$ cat config.mk
export PLATFORM = sky130hd
export DESIGN_NAME = ibex_axi_rd_mux
export DESIGN_NICKNAME = d
export VERILOG_FILES = /design/src/rtl/ibex_axi_rd_mux.sv
export SDC_FILE = /design/constraint.sdc
export NUM_CORES = 1
export LEC_CHECK = 0
export ABC_CLOCK_PERIOD_IN_PS = 3400
export BUFFER_PORTS_ARGS = -buffer_cell sky130_fd_sc_hd__buf_2
export CORE_MARGIN = 10
export CORE_UTILIZATION = 31
export DETAILED_ROUTE_END_ITERATION = 12
export HOLD_SLACK_MARGIN = 0.12
export PLACE_DENSITY = 0.9
export SYNTH_ARGS = -nofsm -noshare
export SYNTH_HDL_FRONTEND = slang
export SYNTH_SLANG_ARGS = --single-unit
$ cat constraint.sdc
create_clock -name clk_i -period 3.4 [get_ports clk_i]
set_clock_uncertainty 0.2 [all_clocks]
set_input_delay 0 -clock clk_i [delete_from_list [all_inputs] [get_ports clk_i]]
set_output_delay 0 -clock clk_i [all_outputs]
set_load 0.02 [all_outputs]
$ cat src/rtl/ibex_axi_rd_mux.sv
// ibex_axi_rd_mux
//   N-master to 1-slave AXI4 read-channel multiplexer (AR and R only).
//   Upstream AR requests are arbitrated round-robin. Each granted request is
//   forwarded with the master index prepended to its payload. Returning R
//   beats are routed back to the master whose index sits in the top bits of
//   m_r_pld. Each master may have at most MAX_OUTST bursts in flight.
//
// Ports
//   clk_i, rst_i     clock, synchronous active-high reset
//   s_ar_*           per-master AR channels (payload {id,addr,len,size,burst})
//   s_r_*            per-master R valid/ready, payload broadcast to all
//   m_ar_*           downstream AR channel, payload {idx, upstream payload}
//   m_r_*            downstream R channel, payload {idx, id, data, resp, last}
//   err_o            sticky: R beat for an unknown index, or a burst
//                    completion for a master with no outstanding bursts
//
// Optional build macro
//   IBEX_AXI_RD_MUX_AR_REG_EN  inserts a 2-entry skid buffer in front of
//                              m_ar_*, giving 1 cycle of AR latency and no
//                              combinational m_ar_ready -> s_ar_ready path.
module ibex_axi_rd_mux #(
    parameter int  NUM_MST   = 2,
    parameter int  ID_W      = 1,
    parameter int  ADDR_W    = 32,
    parameter int  DATA_W    = 32,
    parameter int  MAX_OUTST = 4,
    localparam int IDX_W     = (NUM_MST > 1) ? $clog2(NUM_MST) : 1,
    localparam int ARP_W     = ID_W + ADDR_W + 13,
    localparam int RP_W      = ID_W + DATA_W + 3
) (
    input  logic                     clk_i,
    input  logic                     rst_i,
    input  logic [NUM_MST-1:0]       s_ar_valid,
    output logic [NUM_MST-1:0]       s_ar_ready,
    input  logic [NUM_MST*ARP_W-1:0] s_ar_pld,
    output logic [NUM_MST-1:0]       s_r_valid,
    input  logic [NUM_MST-1:0]       s_r_ready,
    output logic [RP_W-1:0]          s_r_pld,
    output logic                     m_ar_valid,
    input  logic                     m_ar_ready,
    output logic [IDX_W+ARP_W-1:0]   m_ar_pld,
    input  logic                     m_r_valid,
    output logic                     m_r_ready,
    input  logic [IDX_W+RP_W-1:0]    m_r_pld,
    output logic                     err_o
);

    localparam int CNT_W = $clog2(MAX_OUTST + 1);

    logic [NUM_MST-1:0][CNT_W-1:0] cnt_q, cnt_d;
    logic [IDX_W-1:0]              rr_q, rr_d;
    logic                          err_q, err_d;

    logic [NUM_MST-1:0] elig;
    logic               arb_vld;
    logic [IDX_W-1:0]   arb_idx;
    logic [IDX_W-1:0]   grant;
    logic [ARP_W-1:0]   grant_pld;
    logic               ar_rdy;      // request of 'grant' is accepted this cycle

    logic [IDX_W-1:0]   r_idx;
    logic               r_known;
    logic [NUM_MST-1:0] inc, dec;

    // ------------------------------------------------------------------
    // Arbitration
    // ------------------------------------------------------------------
    // Outputs are forced idle while reset is asserted.
    always_comb begin
        for (int k = 0; k < NUM_MST; k++) begin
            elig[k] = !rst_i && s_ar_valid[k] && (cnt_q[k] < CNT_W'(MAX_OUTST));
        end
    end

    // Lowest eligible index overall covers the wrap-around case; the lowest
    // eligible index at or above rr overrides it when one exists.
    always_comb begin
        arb_vld = 1'b0;
        arb_idx = '0;
        for (int k = NUM_MST - 1; k >= 0; k--) begin
            if (elig[k]) begin
                arb_vld = 1'b1;
                arb_idx = IDX_W'(k);
            end
        end
        for (int k = NUM_MST - 1; k >= 0; k--) begin
            if (elig[k] && (IDX_W'(k) >= rr_q)) arb_idx = IDX_W'(k);
        end
    end

    always_comb begin
        grant_pld = '0;
        for (int k = 0; k < NUM_MST; k++) begin
            if (grant == IDX_W'(k)) grant_pld = s_ar_pld[k*ARP_W +: ARP_W];
        end
    end

    always_comb begin
        for (int k = 0; k < NUM_MST; k++) begin
            s_ar_ready[k] = ar_rdy && (grant == IDX_W'(k));
        end
    end

`ifdef IBEX_AXI_RD_MUX_AR_REG_EN
    // Two entries let a push and a pop overlap every cycle, so the upstream
    // side never needs to look at m_ar_ready.
    logic [1:0][IDX_W+ARP_W-1:0] buf_q;
    logic                        wr_q, rd_q;
    logic [1:0]                  fill_q;
    logic                        pop;

    assign grant      = arb_idx;
    assign ar_rdy     = arb_vld && (fill_q != 2'd2);
    assign m_ar_valid = !rst_i && (fill_q != 2'd0);
    assign m_ar_pld   = buf_q[rd_q];
    assign pop        = m_ar_valid && m_ar_ready;

    always_ff @(posedge clk_i) begin
        if (rst_i) begin
            buf_q  <= '0;
            wr_q   <= 1'b0;
            rd_q   <= 1'b0;
            fill_q <= 2'd0;
        end else begin
            if (ar_rdy) begin
                buf_q[wr_q] <= {grant, grant_pld};
                wr_q        <= ~wr_q;
            end
            if (pop) rd_q <= ~rd_q;
            fill_q <= fill_q + 2'(ar_rdy) - 2'(pop);
        end
    end
`else
    // Once a request is presented downstream it must stay put until taken,
    // so the grant is frozen while m_ar_ready is low.
    logic             lock_q;
    logic [IDX_W-1:0] lock_idx_q;

    assign grant      = lock_q ? lock_idx_q : arb_idx;
    assign m_ar_valid = (lock_q && !rst_i) || arb_vld;
    assign m_ar_pld   = {grant, grant_pld};
    assign ar_rdy     = m_ar_valid && m_ar_ready;

    always_ff @(posedge clk_i) begin
        if (rst_i) begin
            lock_q     <= 1'b0;
            lock_idx_q <= '0;
        end else begin
            lock_q     <= m_ar_valid && !m_ar_ready;
            lock_idx_q <= grant;
        end
    end
`endif

    // ------------------------------------------------------------------
    // R routing
    // ------------------------------------------------------------------
    assign r_idx   = m_r_pld[IDX_W+RP_W-1 -: IDX_W];
    assign s_r_pld = m_r_pld[RP_W-1:0];

    // Beats for an index with no master are sunk (ready=1) and flagged.
    always_comb begin
        s_r_valid = '0;
        m_r_ready = 1'b1;
        r_known   = 1'b0;
        for (int k = 0; k < NUM_MST; k++) begin
            if (r_idx == IDX_W'(k)) begin
                s_r_valid[k] = m_r_valid && !rst_i;
                m_r_ready    = s_r_ready[k];
                r_known      = 1'b1;
            end
        end
    end

    // ------------------------------------------------------------------
    // Outstanding-burst accounting
    // ------------------------------------------------------------------
    always_comb begin
        for (int k = 0; k < NUM_MST; k++) begin
            inc[k] = ar_rdy && (grant == IDX_W'(k));
            dec[k] = m_r_valid && m_r_ready && m_r_pld[0] && (r_idx == IDX_W'(k));
        end
    end

    always_comb begin
        cnt_d = cnt_q;
        rr_d  = rr_q;
        err_d = err_q || (m_r_valid && !r_known);
        for (int k = 0; k < NUM_MST; k++) begin
            if (inc[k] && !dec[k]) begin
                cnt_d[k] = cnt_q[k] + CNT_W'(1);
            end else if (dec[k] && !inc[k]) begin
                if (cnt_q[k] == '0) err_d = 1'b1;
                else                cnt_d[k] = cnt_q[k] - CNT_W'(1);
            end
        end
        if (ar_rdy) rr_d = (grant == IDX_W'(NUM_MST - 1)) ? '0 : grant + IDX_W'(1);
    end

    always_ff @(posedge clk_i) begin
        if (rst_i) begin
            cnt_q <= '0;
            rr_q  <= '0;
            err_q <= 1'b0;
        end else begin
            cnt_q <= cnt_d;
            rr_q  <= rr_d;
            err_q <= err_d;
        end
    end

    assign err_o = err_q;

endmodule

# After elaboration in Yosys (flattened, before gate mapping)
# Index checks and enable logic that the tools add are counted.
[classes]
eq_ne = 2
magnitude_cmp = 4
n_reduce_logical = 33
bitwise = 2
n_mux = 23
n_addsub = 5
[op_table]
columns = ["op", "n"]
rows = [
  ["46-bit 2-to-1 mux", 1],
  ["1-bit logical AND", 20],
  ["3-bit 2-to-1 mux", 6],
  ["1-bit 2-to-1 mux", 16],
  ["3-bit by 1-bit adder with 3-bit output, second input constant", 2],
  ["1-bit zero test", 6],
  ["3-bit zero test", 2],
  ["3-bit less-than comparator, second input constant", 2],
  ["3-bit by 1-bit subtractor with 3-bit output, second input constant", 2],
  ["2-bit inequality test, second input constant", 2],
  ["2-bit AND reduction", 2],
  ["2-bit nonzero test", 2],
  ["1-bit >= comparator, first input constant", 2],
  ["1-bit inverter", 2],
  ["1-bit adder, second input constant", 1],
  ["1-bit logical OR", 1],
]
[totals]
output_inout_bits = 90
word_cells = 75
input_bits = 137
ff_bits = 10

# Longest topological paths before layout
# Gate-level depths: netlist of run 1.
[depth]
ltp_word = 17
mapped_depth = 12
ltp_nobuf = 10

# Least setup slack after synthesis of run 1
# OpenSTA, ideal clock, no wires.
[synth_timing]
kind = "reg2reg"
start = "reg cnt_q[2] (netlist bit)"
end = "reg cnt_q[2] (netlist bit)"
path_stages_with_launch = 10
slack_ps = 340
required_time_ps = 3130
setup_ps = 70
n_path_buf = 0
period_less_slack_ps = 3060
t_arrival_ps = 2790
path_cell_list = "dfxtp_1 -> nand2b_1 -> a31oi_1 -> and3_1 -> ha_1 -> inv_1 -> fa_1 -> xor2_1 -> or4_1 -> a21oi_1"
[synth_via]
elab_cells_between_ends = 24
classes_between = "add/sub (2); order compare (1); eq/ne (1); mux (8); bitwise (1); reduce/logical (11)"
[synth_lines]
columns = ["element", "line_no", "source"]
rows = [
  ["from (decl)", "50", "logic [NUM_MST-1:0][CNT_W-1:0] cnt_q, cnt_d;"],
  ["from (signal assigned)", "206", "cnt_q <= cnt_d;"],
  ["3-bit less-than comparator (*)", "71", "elig[k] = !rst_i && s_ar_valid[k] && (cnt_q[k] < CNT_W'(MAX_OUTST));"],
  ["1-bit logical AND (*)", "71", ""],
  ["1-bit 2-to-1 mux (*)", "81", "if (elig[k]) begin"],
  ["1-bit logical OR (*)", "140", "assign m_ar_valid = (lock_q && !rst_i) || arb_vld;"],
  ["named net m_ar_valid", "39", "output logic m_ar_valid,"],
  ["1-bit logical AND (*)", "142", "assign ar_rdy = m_ar_valid && m_ar_ready;"],
  ["1-bit logical AND (*)", "-", ""],
  ["named net s_ar_ready[0]", "34", "output logic [NUM_MST-1:0] s_ar_ready,"],
  ["1-bit zero test", "192", "end else if (dec[k] && !inc[k]) begin"],
  ["1-bit logical AND", "192", ""],
  ["2-bit nonzero test (no line)", "-", ""],
  ["2-bit AND reduction (no line)", "-", ""],
]
# Mark *: on every way through the listed nets, which the timed path passes. The rest lies on a longest branch. The select of a mux whose other input is x is not followed.
# A chain may end at the register's enable or synchronous reset.

# Worst setup path after layout of run 1
[layout_timing]
start = "in rst_i"
end = "reg cnt_q[5] (netlist bit)"
[layout_via]
elab_chain_len = 13
elab_cells_between_ends = 24
classes_between = "eq/ne (1); mux (7); reduce/logical (16)"
[layout_rtl]
columns = ["element", "line_no", "source"]
rows = [
  ["from (decl)", "32", "input logic rst_i,"],
  ["1-bit zero test", "71, 140", ""],
  ["1-bit logical AND (2 in a row)", "71", ""],
  ["1-bit 2-to-1 mux (2 in a row)", "81", ""],
  ["1-bit 2-to-1 mux (2 in a row)", "87", "if (elig[k] && (IDX_W'(k) >= rr_q)) arb_idx = IDX_W'(k);"],
  ["1-bit 2-to-1 mux", "139", "assign grant = lock_q ? lock_idx_q : arb_idx;"],
  ["1-bit logical AND", "180", "inc[k] = ar_rdy && (grant == IDX_W'(k));"],
  ["1-bit zero test", "192", ""],
  ["1-bit logical AND", "192", ""],
  ["2-bit nonzero test (no line)", "-", ""],
  ["2-bit AND reduction (no line)", "-", ""],
]
# Parallel ways exist; a longest one is shown, timed or not.

==> results of run 1 <==
[layout make-up]
type                       count  area [µm²]  area share
inverter                       8        30.0      0.0114
antenna                        2        5.00     0.00190
clock buffer                   3        41.3      0.0157
timing repair buffer         198        1200       0.455
tap                           70        87.6      0.0332
multi-input combinational    100        1070       0.407
sequential                    10         200      0.0759
[registers in the layout (all words and copies together) (netlist names)]
signal	flops
rr_q	1
lock_q	1
err_o	1
cnt_q	6
lock_idx_q	1
[worst register-to-register path: stages, from the launching register on]
cell and delay, ps:
dfxtp_1 330, nand2b_1 190, a31oi_1 470, and3_1 270, ha_1 210, inv_1 70, fa_1 380, xor2_1 160
or4_1 400, a21oi_1 150
[kinds of logic (layout without fill, tap and decap cells)]
| group | after synthesis | in the layout | synth area share |
|---|---|---|---|
| adder cells (fa/ha/maj) | 6 | 6 | 0.0545 |
| AO/OA/AOI/OAI | 13 | 13 | 0.0545 |
| flip-flops | 10 | 10 | 0.121 |
| XOR/XNOR | 2 | 2 | 0.0106 |
| other | 0 | 2 | 0 |
| buffers and inverters | 52 | 209 | 0.230 |
| multiplexers | 46 | 46 | 0.416 |
| AND/OR/NAND/NOR | 33 | 33 | 0.114 |
[repair_timing]
item | in CTS | in global routing
endpoints found under the hold margin | 47 | 0
setup buffers | 0 | 0
hold buffers | 41 | 0
[metal layers]
metal,track usage,part of all wire,up-vias
li1,-,-,844
met1,0.157,0.33,835
met2,0.327,0.57,107
met3,0.0592,0.087,8
met4,0.0424,0.011,0
met5,0,0,-
[layout by cell type (no fill, tap or decap), types with 2 or more instances in the layout]
cell,n
nor2_1,2
nand2b_1,3
o21ai_0,2
ha_1,4
or3_1,2
buf_2,156
diode_2,2
dfxtp_1,10
nand2_1,8
dlygate4sd3_1,41
nand3_1,2
inv_1,8
and3_1,2
fa_1,2
nor2b_1,4
clkbuf_8,3
o31ai_1,2
xor2_1,2
a21oi_1,4
or4_1,2
nor4_1,2
nor3b_1,3
mux2_4,45
[power by group]
part	internal, mW	switching, mW
Combinational	0.197	0.207
Clock	0.0775	0.0457
Sequential	0.123	0.00435
Total	0.397	0.257
[per-stage QoR]
| stage | setup slack [ps] | power (mW) |
|---|---|---|
| CTS | 426 | 0.655 |
| global placement | 688 | 0.450 |
| finish | 400 | 0.655 |
| detailed placement | 556 | 0.461 |
| global route | 301 | 0.681 |
| floorplan | 340 | 0.401 |
[worst max path at each step]
stage	start	endpoint	slack [ps]	cells past startpoint
3_5_place_dp	cnt_q[5]	cnt_q[5]	560	10
2_1_floorplan	cnt_q[2]	cnt_q[2]	340	9
5_1_grt	rst_i	cnt_q[5]	300	11
3_3_place_gp	cnt_q[5]	cnt_q[5]	690	10
6_report	rst_i	cnt_q[5]	400	11
4_1_cts	rst_i	cnt_q[5]	430	11
[Yosys cell counts]
| master | number |
|---|---|
| dfxtp_1 | 10 |
| and3_1 | 2 |
| nor4_1 | 2 |
| o31ai_1 | 2 |
| or3_1 | 2 |
| buf_4 | 37 |
| o21ai_0 | 2 |
| ha_1 | 4 |
| a21oi_1 | 4 |
| mux2_4 | 45 |
| or4_1 | 2 |
| mux2_2 | 1 |
| nor2b_1 | 4 |
| buf_6 | 6 |
| a221oi_1 | 1 |
| nor3b_1 | 3 |
| and3b_1 | 1 |
| clkbuf_1 | 1 |
| nand4_1 | 1 |
| nand3_1 | 2 |
| nor2_1 | 2 |
| a31o_2 | 1 |
| o41a_1 | 1 |
| or2_2 | 1 |
| xor2_1 | 2 |
| nand2_1 | 8 |
| a41o_1 | 1 |
| a31oi_1 | 1 |
| nand2b_1 | 3 |
| inv_1 | 8 |
| fa_1 | 2 |
==> results.toml, run 1 <==
[drt]
ant_nets = 0
firstDrtPassIters = 4
drt_iter0_markers = 65
routed_wl_mm = 8.36
routedWlPerCell_um = 21.4
num_vias = 1794
viasPerCell = 4.59
drc = 0

[clock_network]
ctsRootBufferMaster = "clkbuf_8"
clock_latency_ps = 240
cts_tree = "done"
cts_buffer_depth = 2
path_clk_slew_ps = 50
cts_resized = 0
htreeDepth = 1
cts_buffers = 3
clkSinkCount = 10

[floorplan]
die-area_mm2 = 0.00865
core_area_mm2 = 0.00514
floorplan.rows = 26
start_util = 0.321
dieWidth_um = 93.0
fp.dieH_um = 93.0
ios = 227

[setup_path]
crit_chain = "dlygate4sd3_1 -> buf_2 -> o41a_2 -> inv_1 -> and3_1 -> ha_1 -> inv_1 -> fa_1 -> xor2_1 -> or4_1 -> a21oi_1"
crit_type = "in -> reg"
path_max_fanout = 14
cp.required_ps = 3370
worst_path_largest_cell_delay_ps = 560
setup.worst_path.end_class = "flip-flop"
r2r_end = "cnt_q[2]"
crit_family = "buffers and inverters"
cp_common_cell = "inv_1"
cp_slowest_cell = "dlygate4sd3_1"
worstPathArrival_ps = 2970
start_kind = "input pin"
r2r.worst_path.cells = 9
worstPathBufferInverterCount = 4
r2r-start = "cnt_q[5]"
r2r_slack_ps = 510

[timing]
fin_crit_sh = 0.882
max_freq_ghz = 0.333
grt_setup_unrepaired = "no"
whs_ps = 141
fin_tns_setup_ps = 0
relSlewSlack = 0.446
setup_viol = 0
drv_slew = 0
worst_slew_pin_slew_ps = 831
hold_viol_final = 0
fin_crit_ps = 3000

[global_routing]
grt-ovfl-total = 0
grt_start_max_net_pins = 49
grt.total_usage = 0.166
grt_pass1_vias = 1889
grt_pass1_wl_mm = 11.4
antenna_found_initial = 2

[power]
vdd_drop_max_uv = 189
power_density_mw_per_mm2 = 248
p_leak_nw = 1.53

[final_layout]
syn_to_final_growth_pct = 59.6
fin_util = 0.513
drive_gt1_frac = 0.655
fin_cells = 391
fin_area_mm2 = 0.00264
nNetsFinal = 464
fillers = 457

[status]
outcome = "finished, final reports clean"

[place]
finalWeightedCongestion = 0.936
numPortBuffers = 156
dpl_cell_area_mm2 = 0.00218
post-dp-hpwl_mm = 6.04
dp_cells = 345

[yosys]
netlist_instances = 162
synth.area.top_cells = "mux2_4 41%, buf_4 17%, dfxtp_1 12%"
ys_ff_latch = 10
syn_area_mm2 = 0.00165
synth_top_area_share = 0.409
syn_nets = 305
synth-seq-area-share = 0.121
netlist-cell-type-count = 31
syn_avg_cell_area_um2 = 10.2
yosysWarnings = 0
yosys.area.top_type = "mux2_4"

[hold_path]
holdCritPathClass = "in -> out"
holdPathEnd = "m_r_ready"
hold_start = "s_r_ready[0]"
min_path_cells = 4

[run]
drv_cap = 0
(Power assumes the default switching activity.)
==> run 2: changes to the inputs <==
--- a/config.mk
+++ b/config.mk
@@ -7,10 +7,12 @@
 export LEC_CHECK = 0
 export ABC_CLOCK_PERIOD_IN_PS = 3400
 export BUFFER_PORTS_ARGS = -buffer_cell sky130_fd_sc_hd__buf_2
+export CAP_MARGIN = 20
 export CORE_MARGIN = 10
 export CORE_UTILIZATION = 31
 export DETAILED_ROUTE_END_ITERATION = 12
 export HOLD_SLACK_MARGIN = 0.12
+export MAX_ROUTING_LAYER = met4
 export PLACE_DENSITY = 0.9
 export SYNTH_ARGS = -nofsm -noshare
 export SYNTH_HDL_FRONTEND = slang
==> run 2 against run 1 <==
  * Utilization hardly changed
  * Final area hardly changed
  * Count of clock-buffer cells in the layout stayed put
  * Final cell count is 0.26% lower
  * Critical path depth stayed put
  * Combinational power hardly changed
  * Power is 0.49% lower
  * Global-route usage is 0.65 points higher
  * Sequential share of layout area hardly changed
  * Fmax is 0.20% higher
==> results.toml, run 2 (same netlist as run 1, synthesis figures left out) <==
[global_routing]
grt_pass1_wl_mm = 11.5
grt_pass1_vias = 1863
antenna_found_initial = 1
grt-ovfl-total = 0
grt_start_max_net_pins = 49
grt.total_usage = 0.172

[timing]
max_freq_ghz = 0.334
grt_setup_unrepaired = "no"
worst_slew_pin_slew_ps = 835
whs_ps = 135
relSlewSlack = 0.443
drv_slew = 0
fin_crit_ps = 2990
hold_viol_final = 0
layout_setup_ws_ps = 406
fin_crit_sh = 0.881
setup_viol = 0
fin_tns_setup_ps = 0

[setup_path]
cp.required_ps = 3360
path_max_fanout = 14
setup.worst_path.end_class = "flip-flop"
r2r-start = "cnt_q[5]"
crit_type = "in -> reg"
startpoint = "rst_i"
r2r_slack_ps = 530
r2r.worst_path.cells = 10
start_kind = "input pin"
r2r_end = "cnt_q[5]"
worstPathArrival_ps = 2950
crit_end = "cnt_q[5]"

[final_layout]
syn_to_final_growth_pct = 59.5
final_common_cell = "buf_2"
drive_gt1_frac = 0.655
nNetsFinal = 464
regMostFlops = "cnt_q"
largest_reg_flops = 6
final_cell_mix = "156 x buf_2, 45 x mux2_4, 41 x dlygate4sd3_1, 10 x dfxtp_1"

[drt]
ant_nets = 0
drc = 0
firstDrtPassIters = 4
drt_iter0_markers = 42
routed_wl_mm = 8.27
viasPerCell = 4.61
routedWlPerCell_um = 21.2
num_vias = 1799

[status]
outcome = "finished, final reports clean"

[clock_network]
cts_tree = "done"
path_clk_slew_ps = 40
cts_buffer_depth = 2
cts_resized = 0
cts_hold_buffers = 41
cts_buffers = 3
ctsRootBufferMaster = "clkbuf_8"
clkSinkCount = 10
clock_latency_ps = 240
htreeDepth = 1
postCtsSetupBuffers = 0

[place]
place_ws_ps = 502
finalWeightedCongestion = 0.943
numPortBuffers = 156
post-dp-hpwl_mm = 6.03

[floorplan]
ios = 227
dieWidth_um = 93.0
start_util = 0.321
fp.dieH_um = 93.0
core_area_mm2 = 0.00514
die-area_mm2 = 0.00865
floorplan.rows = 26

[power]
p_total_mw = 0.651
power_density_mw_per_mm2 = 247
vdd_drop_max_uv = 211
p_leak_nw = 1.53

[hold_path]
hold_start = "s_r_ready[0]"
holdCritPathClass = "in -> out"

[run]
drv_cap = 0
-- run 2: final cells by class --
class                      count  area, µm²
antenna                        1       2.50
timing repair buffer         198       1200
clock buffer                   3       41.3
tap                           70       87.6
sequential                    10        200
multi-input combinational    100       1070
inverter                       8       30.0
fill                         483       2510
-- run 2: per-stage QoR --
step / instance area (µm²) / util / std cells
2_1_floorplan: 1650 / - / 162
3_3_place_gp: 2180 / 0.424 / 345
3_5_place_dp: 2180 / 0.424 / 345
4_1_cts: 2630 / 0.512 / 389
5_1_grt: 2630 / 0.512 / 390
6_report: 2630 / 0.512 / 390
-- run 2: layer usage --
layer | global-route usage | up-vias | wire length, µm
li1 | - | 842 | -
met1 | 0.161 | 835 | 2750
met5 | - | - | 0
met4 | 0.0283 | 0 | 112
met2 | 0.332 | 112 | 4670
met3 | 0.0616 | 10 | 739
-- run 2: worst max-delay path, cell delays in order --
cell	delay, ps
dlygate4sd3_1	550
buf_2	220
o41a_2	540
inv_1	100
and3_1	180
ha_1	210
inv_1	70
fa_1	370
xor2_1	150
or4_1	400
a21oi_1	170
-- run 2: worst min-delay path by stage --
stage,cells past startpoint,end,slack (ps)
3_5_place_dp,0,s_r_pld[16],-200
4_1_cts,4,m_r_ready,140
5_1_grt,3,m_ar_pld[7],160
3_3_place_gp,0,s_r_pld[16],-200
2_1_floorplan,1,lock_q,-130
6_report,4,m_r_ready,140
-- run 2: power breakdown --
part	total (mW)	switching [mW]	internal [mW]	leakage (nW)
sequential	0.128	0.00450	0.123	0.0814
clock	0.121	0.0437	0.0773	0.0216
combinational	0.403	0.206	0.197	1.43
total	0.651	0.254	0.397	1.53
==> run 3: changes to the inputs <==
--- a/config.mk
+++ b/config.mk
@@ -5,12 +5,13 @@
 export SDC_FILE = /design/constraint.sdc
 export NUM_CORES = 1
 export LEC_CHECK = 0
-export ABC_CLOCK_PERIOD_IN_PS = 3400
+export ABC_CLOCK_PERIOD_IN_PS = 3300
 export BUFFER_PORTS_ARGS = -buffer_cell sky130_fd_sc_hd__buf_2
 export CAP_MARGIN = 20
 export CORE_MARGIN = 10
 export CORE_UTILIZATION = 31
 export DETAILED_ROUTE_END_ITERATION = 12
+export GPL_TIMING_DRIVEN = 0
 export HOLD_SLACK_MARGIN = 0.12
 export MAX_ROUTING_LAYER = met4
 export PLACE_DENSITY = 0.9
==> constraint.sdc (replaced) <==
create_clock -name clk_i -period 3.3 [get_ports clk_i]
set_clock_uncertainty 0.2 [all_clocks]
set_input_delay 0 -clock clk_i [delete_from_list [all_inputs] [get_ports clk_i]]
set_output_delay 0 -clock clk_i [all_outputs]
set_load 0.02 [all_outputs]
==> run 3 against run 2 <==
  * Sequential power hardly changed
  * Worst setup slack lost 210 ps
  * Via count rose by 16%
  * Count of clock-buffer cells in the layout is the same
  * Wire length up 11%
  * Utilization grew 10 points
  * Register-to-register slack worse by 230 ps
  * Sequential share of layout area is 1.3 points lower
  * Power grew 13%
  * Combinational power up 19%
  * Largest power group unchanged
==> results.toml, run 3 (same netlist as run 1, synthesis figures left out) <==
[final_layout]
final_cell_mix = "191 x buf_2, 45 x mux2_4, 42 x dlygate4sd3_1, 37 x buf_4, 10 x dfxtp_1"
largest_reg_flops = 6
regMostFlops = "cnt_q"
drive_gt1_frac = 0.716
syn_to_final_growth_pct = 91.3
nNetsFinal = 543
fin_util = 0.615
final_common_cell = "buf_2"

[global_routing]
grt_start_max_net_pins = 11
grt.total_usage = 0.194
grt_pass1_vias = 2292
antenna_found_initial = 1
grt-ovfl-total = 0
grt_pass1_wl_mm = 13.0

[run]
drv_cap = 0

[clock_network]
clkSinkCount = 10
cts_buffer_depth = 2
htreeDepth = 1
cts_buffers = 3
ctsRootBufferMaster = "clkbuf_8"
postCtsSetupBuffers = 0
clock_latency_ps = 240
path_clk_slew_ps = 50
cts_tree = "done"

[floorplan]
die-area_mm2 = 0.00865
core_area_mm2 = 0.00514
dieWidth_um = 93.0
ios = 227
start_util = 0.321
floorplan.rows = 26
fp.dieH_um = 93.0

[timing]
relSlewSlack = 0.563
hold_viol_final = 0
drv_slew = 0
fin_crit_sh = 0.940
fin_tns_setup_ps = 0
setup_viol = 0
whs_ps = 144
grt_setup_unrepaired = "no"
worst_slew_pin_slew_ps = 650
fin_crit_ps = 3100
max_freq_ghz = 0.322

[setup_path]
crit_type = "in -> reg"
worst_path_largest_cell_delay_ps = 530
cp.required_ps = 3270
path_max_fanout = 10
start_kind = "input pin"
worstPathArrival_ps = 3070
setup.worst_path.end_class = "flip-flop"
crit_chain = "dlygate4sd3_1 -> buf_2 -> nor3b_1 -> o41a_1 -> buf_6 -> buf_6 -> inv_1 -> and3_1 -> ha_1 -> inv_1 -> fa_1 -> xor2_1 -> or4_1 -> a21oi_1"
r2r.worst_path.cells = 12
cp_slowest_cell = "dlygate4sd3_1"

[drt]
drt_iter0_markers = 32
num_vias = 2088
drc = 0
dr.max_layer_used = "met4"
routedWlPerCell_um = 19.6
wl_met1_mm = 3.10
met3_length_um = 565
ant_nets = 0
viasPerCell = 4.45
met2RoutedLength_mm = 5.35
firstDrtPassIters = 4
routed_wl_mm = 9.18

[place]
numPortBuffers = 191
post-dp-hpwl_mm = 7.48
finalWeightedCongestion = 0.989

[power]
power_density_mw_per_mm2 = 234
p_total_mw = 0.738
p_leak_nw = 1.89
vdd_drop_max_uv = 196

[hold_path]
min_path_cells = 4
holdCritPathClass = "in -> out"

[status]
outcome = "finished, final reports clean"
## run 3: cell count changes in the layout (fill, tap and decap cells not counted)
cell,before,now
buf_4,1,37
buf_2,156,191
buf_6,0,6
clkbuf_1,0,1
dlygate4sd3_1,41,42
o41a_1,0,1
o41a_2,1,0
## run 3: worst paths after layout
check | from | end | slack [ps]
max | s_ar_valid[0] | cnt_q[5] | 200
min reg2reg | err_o | err_o | 300
min | s_r_ready[1] | m_r_ready | 140
max reg2reg | cnt_q[2] | cnt_q[5] | 300
## run 3: layout make-up
class	instances	area [µm²]
fill	421	1980
multi-input combinational	100	1070
inverter	8	30.0
clock buffer	3	41.3
timing repair buffer	233	1380
tap	70	87.6
buffer	44	349
sequential	10	200
antenna	1	2.50
## run 3: repair_timing
item                                   in CTS  in global routing
setup endpoints to repair                   0                  0
endpoints found under the hold margin      42                  0
resized for setup                           0                  0
hold buffers                               42                  0
## run 3: stage by stage
step	setup slack [ps]	instances	cell area [µm²]
global placement	330	423	2700
CTS	176	468	3160
detailed placement	301	423	2700
global route	87.3	469	3160
floorplan	240	162	1650
finish	198	469	3160
## run 3: power breakdown
group / switching, mW / internal [mW] / leakage (nW)
Sequential: 0.00430 / 0.127 / 0.0814
Clock: 0.0464 / 0.0798 / 0.0216
Combinational: 0.229 / 0.252 / 1.78
## run 3: critical path, delay by kind of cell
kind | cells | cell delay (ps)
AOI/OAI and AO/OA | 2 | 520
buffers and inverters | 6 | 1120
xor gates and xnor gates | 1 | 160
and+or+nand+nor | 3 | 710
adders and majority gates | 2 | 570
## run 3: layer usage
metal / vias up / track usage
li1: 1000 / -
met1: 964 / 0.177
met4: 0 / 0.0463
met2: 112 / 0.394
met5: - / -
met3: 12 / 0.0424
